## config.mk

```make
export PLATFORM = sky130hd
export DESIGN_NAME = tree_node_dispatch
export DESIGN_NICKNAME = d
export VERILOG_FILES = /design/src/rtl/tree_node_dispatch.sv
export SDC_FILE = /design/constraint.sdc
export NUM_CORES = 1
export LEC_CHECK = 0
export CORE_MARGIN = 8
export CORE_UTILIZATION = 40
export DETAILED_ROUTE_END_ITERATION = 12
export PLACE_DENSITY = 0.72
export REMOVE_ABC_BUFFERS = 1
export SYNTH_ARGS = -nofsm -noshare
export SYNTH_HDL_FRONTEND = slang
export SYNTH_SLANG_ARGS = --single-unit
```

## constraint.sdc

```tcl
create_clock -name clk -period 3.5 [get_ports clk]
set_input_delay 0.7 -clock clk [delete_from_list [all_inputs] [get_ports clk]]
set_output_delay 0.7 -clock clk [all_outputs]
set_load 0.05 [all_outputs]
```

## src/rtl/tree_node_dispatch.sv

```systemverilog
// tree_node_dispatch: hierarchy node that takes one tagged job from a parent,
// starts either every child (broadcast) or the next child in round-robin order,
// collects per-child completions with a timeout, and returns one response.
module tree_node_dispatch #(
    parameter int NUM_CHILDREN = 5,
    parameter int TAG_W        = 8,
    parameter int TIMEOUT      = 255
) (
    input  logic                    clk,
    input  logic                    rst,
    input  logic                    req_valid,
    output logic                    req_ready,
    input  logic [TAG_W-1:0]        req_tag,
    input  logic                    req_bcast,
    output logic [NUM_CHILDREN-1:0] child_start,
    output logic [TAG_W-1:0]        child_tag,
    input  logic [NUM_CHILDREN-1:0] child_done,
    output logic                    rsp_valid,
    input  logic                    rsp_ready,
    output logic [TAG_W-1:0]        rsp_tag,
    output logic                    rsp_timeout,
    output logic [NUM_CHILDREN-1:0] rsp_mask,
    output logic                    busy,
    output logic [7:0]              timeout_cnt
);

    localparam int PW = $clog2(NUM_CHILDREN);
    localparam int TW = 16;

    localparam logic [1:0] S_IDLE     = 2'd0;
    localparam logic [1:0] S_DISPATCH = 2'd1;
    localparam logic [1:0] S_WAIT     = 2'd2;
    localparam logic [1:0] S_RESP     = 2'd3;

    localparam logic [NUM_CHILDREN-1:0] LSB_ONE  = {{(NUM_CHILDREN-1){1'b0}}, 1'b1};
    localparam logic [NUM_CHILDREN-1:0] ALL_ONES = {NUM_CHILDREN{1'b1}};
    localparam logic [PW-1:0]           RR_LAST  = PW'(NUM_CHILDREN - 1);
    localparam logic [TW-1:0]           TMO_LOAD = TW'(TIMEOUT);

    logic [1:0]              state_q, state_d;
    logic [PW-1:0]           rr_ptr_q, rr_ptr_d;
    logic [TAG_W-1:0]        tag_q, tag_d;
    logic                    bcast_q, bcast_d;
    logic [NUM_CHILDREN-1:0] target_q, target_d;
    logic [TW-1:0]           timer_q, timer_d;
    logic [NUM_CHILDREN-1:0] done_seen_q, done_seen_d;
    logic [7:0]              timeout_cnt_q, timeout_cnt_d;
    logic                    rsp_timeout_q, rsp_timeout_d;

    logic [NUM_CHILDREN-1:0] rr_onehot;
    logic [NUM_CHILDREN-1:0] done_now;

    // Round-robin target and the completion set as it would stand after this cycle.
    always_comb begin
        rr_onehot = LSB_ONE << rr_ptr_q;
        done_now  = done_seen_q | (child_done & target_q);
    end

    // Next-state logic: accept, dispatch, collect completions/timeout, respond.
    always_comb begin
        state_d       = state_q;
        rr_ptr_d      = rr_ptr_q;
        tag_d         = tag_q;
        bcast_d       = bcast_q;
        target_d      = target_q;
        timer_d       = timer_q;
        done_seen_d   = done_seen_q;
        timeout_cnt_d = timeout_cnt_q;
        rsp_timeout_d = rsp_timeout_q;
        case (state_q)
            S_IDLE: begin
                if (req_valid) begin
                    tag_d    = req_tag;
                    bcast_d  = req_bcast;
                    target_d = req_bcast ? ALL_ONES : rr_onehot;
                    state_d  = S_DISPATCH;
                end
            end
            S_DISPATCH: begin
                done_seen_d = '0;
                timer_d     = TMO_LOAD;
                state_d     = S_WAIT;
            end
            S_WAIT: begin
                done_seen_d = done_now;
                // Completion is checked first so a last done on the final
                // timer cycle is reported as a normal finish.
                if (done_now == target_q) begin
                    rsp_timeout_d = 1'b0;
                    state_d       = S_RESP;
                end else if (timer_q == '0) begin
                    rsp_timeout_d = 1'b1;
                    state_d       = S_RESP;
                    if (timeout_cnt_q != 8'hFF) begin
                        timeout_cnt_d = timeout_cnt_q + 8'd1;
                    end
                end else begin
                    timer_d = timer_q - 1'b1;
                end
            end
            S_RESP: begin
                if (rsp_ready) begin
                    state_d = S_IDLE;
                    // Only round-robin jobs consume a pointer slot, timed out or not.
                    if (!bcast_q) begin
                        rr_ptr_d = (rr_ptr_q == RR_LAST) ? '0 : rr_ptr_q + 1'b1;
                    end
                end
            end
            default: state_d = S_IDLE;
        endcase
    end

    // State registers; reset drops any job in flight.
    always_ff @(posedge clk or posedge rst) begin
        if (rst) begin
            state_q       <= S_IDLE;
            rr_ptr_q      <= '0;
            tag_q         <= '0;
            bcast_q       <= 1'b0;
            target_q      <= '0;
            timer_q       <= '0;
            done_seen_q   <= '0;
            timeout_cnt_q <= '0;
            rsp_timeout_q <= 1'b0;
        end else begin
            state_q       <= state_d;
            rr_ptr_q      <= rr_ptr_d;
            tag_q         <= tag_d;
            bcast_q       <= bcast_d;
            target_q      <= target_d;
            timer_q       <= timer_d;
            done_seen_q   <= done_seen_d;
            timeout_cnt_q <= timeout_cnt_d;
            rsp_timeout_q <= rsp_timeout_d;
        end
    end

    // Outputs decode from registered state, so reset clears them immediately.
    always_comb begin
        req_ready   = (state_q == S_IDLE);
        busy        = (state_q != S_IDLE);
        child_start = (state_q == S_DISPATCH) ? target_q : '0;
        child_tag   = tag_q;
        rsp_valid   = (state_q == S_RESP);
        rsp_tag     = tag_q;
        rsp_mask    = done_seen_q;
        rsp_timeout = rsp_timeout_q;
        timeout_cnt = timeout_cnt_q;
    end

endmodule
```

Word-level counts from Yosys, hierarchy flattened --
Index checks and enable logic that the tools add are counted.
Word-level totals: memories kept 0, memory bits (read-only) 0, logic and storage cells 53, flip-flop bits (word level) 49, bits of input ports 18, latch bits 0, output and inout bits 38, memory bits (writable) 0
Cells by class: $mul 0, bitwise gates (word level) 4, reduce and logical (&&, ||, !) cells 11, divide/modulo/power cells 0, add/sub/neg operators 3, shift operators 1, multiplexer cells 14, magnitude comparators 0, eq/ne operators 11
Operators with widths (number):
- 16-bit 2-to-1 mux | 2
- 16-bit case mux with 2 select lines | 1
- 16-bit zero test | 1
- 16-bit by 1-bit subtractor with 16-bit output, second input constant | 1
- 5-bit 2-to-1 mux | 2
- 5-bit case mux with 2 select lines | 1
- 3-bit AND reduction | 3
- 8-bit by 1-bit adder with 8-bit output, second input constant | 1
- 2-bit 2-to-1 mux | 4
- 8-bit inequality test, second input constant | 1
- 2-bit case mux with 4 select lines | 1
- 2-bit inequality test, second input constant | 3
- 2-bit nonzero test | 3
- 5-bit AND | 1
- 5-bit equality test | 1
- 5-bit OR | 1
- 1-bit by 3-bit << shifter with 5-bit output, first input constant | 1
- 2-bit equality test, second input constant | 2
- 2-bit AND reduction | 2
- 4-bit AND reduction | 1
- 3-bit by 1-bit adder with 3-bit output, second input constant | 1
- 3-bit equality test, second input constant | 1
- 3-bit 2-to-1 mux | 1
- 3-bit inequality test, second input constant | 1
- other kinds (5) | 7

Longest topological paths before layout --
depth in word-level cells 5, mapped depth 9, mapped depth without buffers 8

Least setup slack after synthesis --
Ideal clock, no wire load.
kind input -> register, start in child_done[3], end reg state_q[1], data arrival time 2.125 ns, buffers on the path 0, library setup time 0.125 ns, stages on the path 6, data required time 3.375 ns, path slack 1.251 ns, cells stage by stage nor2_1 a22o_1 a211oi_2 a21oi_1 nor2_1 mux2_2
Between the ends: cells in the longest elaborated chain, start to end 5, elaborated cells between the ends (all ways) 7, classes of those cells 2 x eq/ne; 2 x mux; 2 x bitwise; 1 x reduce/logical
RTL lines:
- start, declared | RTL line 17 | input logic [NUM_CHILDREN-1:0] child_done,
- 5-bit AND * | RTL line 56 | done_now = done_seen_q | (child_done & target_q);
- 5-bit OR * | RTL line 56
- 5-bit equality test * | RTL line 88 | if (done_now == target_q) begin
- 2-bit 2-to-1 mux or 3-bit inequality test (tied branches)
- 2-bit case mux with 4 select lines or 3-bit AND reduction (tied branches)
- end signal, assigned | RTL line 127 | state_q <= state_d;
- end, declared | RTL line 40 | logic [1:0] state_q, state_d;
Every way passes the cells marked *; elsewhere a longest branch is shown, timed or not. A chain may end at the register's enable or synchronous reset.

Worst setup path after layout --
start reg state_q[1], end out child_start[1]
Between the ends: cells in the longest elaborated chain, start to end 2
RTL lines:
- 2-bit by 1-bit equality test with 1-bit output | RTL line 143 | child_start = (state_q == S_DISPATCH) ? target_q : '0;
- 5-bit 2-to-1 mux | RTL line 143
- end, declared | RTL line 15 | output logic [NUM_CHILDREN-1:0] child_start,
Every way passes these cells.

==> results.cfg <==
[setup_path]
path_class = flop to output port
cp-start-kind = flop
required_ns = 2.80
crit_arrival_ns = 2.08
worstSetupEndpointType = output port
cp_max_fo = 7

[clocking]
worst_skew_pair.late_latency_ns = 0.30
cts_root_buf = clkbuf_8
post_cts_buffers = 0
cts.sinks = 49
cts_buffers = 5
cts_resized = 0
cts_tree = built
clkTransAtPathRegs_ns = 0.09
h-tree-depth = 2
cts_hold_buf = 0
clk_path_buf_depth = 2

[route]
viasPerCell = 5.34
drt-initial-drc-count = 66
wl_per_cell_um = 15.8
first_pass_iters = 4
ant_nets = 0
wl_um = 5910
num_vias = 2002
drc = 0

[sta]
final-hold-violation-count = 0
slew_violations = 0
period_needed_ns = 2.78
worst_slew_pin_slew_ns = 0.754
fin_setup_tns_ns = 0
fmax_mhz = 360
setup_slack_ns = 0.721
rsz0062_at_grt = false
relSlewSlack_pct = 49.4
setup_violations = 0
min_period_over_period_pct = 79.4
worst_clock_skew_ns = 0.00538

[floorplanning]
row_count = 29
start_util_pct = 40.9
num_io_pins = 56
die_h_um = 96.4
core_um2 = 6310
die-area_um2 = 9290
die_x_um = 96.4

[layout]
layout-drive-gt1-share_pct = 9.73
fin_cells = 375
area_growth_pct = 25.8
antenna_cells = 0
nNetsFinal = 327
final_cell_mix = clkdlybuf4s50_1, dfrtp_1, nand2_1, inv_1, nor2_1
fill_cells = 587
final_common_cell = clkdlybuf4s50_1

[placement]
pre_cts_ws_ns = 0.738
gp_congestion = 0.780
dp.cells = 367
dp_hpwl_um = 4490
portBuffers = 55

[synth]
ys_ff_latch = 49
synthAdderAreaFrac_pct = 5.81
async_reset_ff_share_pct = 100
synth_top_family_by_area = simple AND/OR/NAND/NOR gates
synthCells = 246
avgSynthCellArea_um2 = 10.5
synth-compound-area-share_pct = 13.2
ys_types = 47
synth_warnings = 0
syn_area_um2 = 2580
synth-main-ff-cell = dfrtp_1
synthSimpleGateAreaFrac_pct = 17.0
synth_sequential_area_ratio_pct = 47.5
muxShareOfSynthArea_pct = 9.25
synthXorXnorAreaFrac_pct = 1.69
synth_edf_count = 0

[status]
status = complete, no violations

[grt]
overflow = 0
first_global_vias = 2123
antenna_found_initial = 0
grt_usage_pct = 13.2
grt_pass1_wl_um = 9780
grt_max_degree = 28

[power_and_ir_drop]
total_power_uw = 2730
p_leak_uw = 0.00141
power.ir.vdd_worst_mv = 0.824
powerDensity_nw_per_um2 = 840

[hold_path]
worstHoldPathType = flop to flop

[run]
max_cap_viol_count = 0
## report_power, final
part           total, µW  internal [µW]  switching, µW
clock                326            142            184
combinational       1550            534           1010
sequential           857            712            145
## through the flow
stage	utilization (%)	hold slack, ns	instance area (µm²)
after floorplan	-	0.438	2500
after CTS	51.5	0.488	3250
final	51.5	0.482	3250
after global placement	50.1	0.465	3170
after detailed placement	50.1	0.475	3170
after global routing	51.5	0.504	3250
## routing by layer
| layer | track usage, % | part of all wire (%) |
|---|---|---|
| met1 | 15.5 | 45 |
| met2 | 22.5 | 47 |
| met3 | 4.87 | 6.6 |
| met4 | 3.40 | 1.1 |
| met5 | 0 | 0 |
## final timing paths
| path | slack [ns] | end | cells past startpoint | from |
|---|---|---|---|---|
| setup / recovery | 0.72 | child_start[1] | 4 | state_q[1] |
| hold / removal | 0.48 | timer_q[13] | 1 | timer_q[13] |
| setup reg to reg | 1.21 | state_q[1] | 8 | timer_q[0] |
| hold reg to reg | 0.48 | timer_q[13] | 1 | timer_q[13] |
| max in group asynchronous | 2.00 | timer_q[3] | 3 | rst |
| min in group asynchronous | 0.78 | timeout_cnt[3] | 2 | rst |
## kinds of logic (layout without fill, tap and decap cells)
family / count (synthesis) / count (layout)
flip-flops: 49 / 49
multiplexers: 22 / 22
AND/OR/NAND/NOR: 82 / 82
adder cells (fa/ha/maj): 12 / 12
buffers and inverters: 30 / 82
AO/OA/AOI/OAI: 46 / 46
XOR/XNOR: 5 / 5
## final cells by class
class | count | area, µm² | share of cell area (%)
sequential | 49 | 1230 | 37.7
timing repair buffer | 57 | 566 | 17.4
clock buffer | 7 | 76.3 | 2.35
inverter | 17 | 63.8 | 1.96
tap | 77 | 96.3 | 2.96
multi-input combinational | 167 | 1210 | 37.4
clock inverter | 1 | 7.51 | 0.231
## cells in the mapped netlist, types with 2 or more instances
cell      number  area, µm²
a211oi_1       6       45.0
ha_1          12        150
nand2b_1       2       12.5
nor2_1        14       52.6
and2_1         5       31.3
mux2_2        11        124
a21o_1         2       15.0
a32oi_1        2       17.5
dfrtp_1       49       1230
and3_1         6       37.5
o21ai_0        5       25.0
nor2b_1        2       12.5
buf_4          8       60.1
nand3b_1       2       15.0
xnor2_1        5       43.8
clkbuf_1       2       7.51
buf_1          2       7.51
nand3_1       13       65.1
inv_1         17       63.8
nor4_1         2       12.5
nand4_1        2       12.5
a31oi_1        4       25.0
nor3_1         7       35.0
mux2i_1       10        100
a41oi_1        3       26.3
nand2_1       19       71.3
a21oi_1       12       60.1
o22ai_1        3       18.8
## flip-flops by register name, indices dropped and copies added, names as in the netlist
| register | count |
|---|---|
| bcast_q | 1 |
| target_q | 5 |
| state_q | 2 |
| rsp_mask | 5 |
| rsp_timeout | 1 |
| child_tag | 8 |
| timer_q | 16 |
| timeout_cnt | 8 |
| rr_ptr_q | 3 |
## critical path, cell delays in order, from the launching register on
cell and delay [ns]:
dfrtp_1 0.42, inv_1 0.09, ha_1 0.29, and2_1 0.17
clkdlybuf4s50_1 0.81
Power figures use the tool's default switching activity.
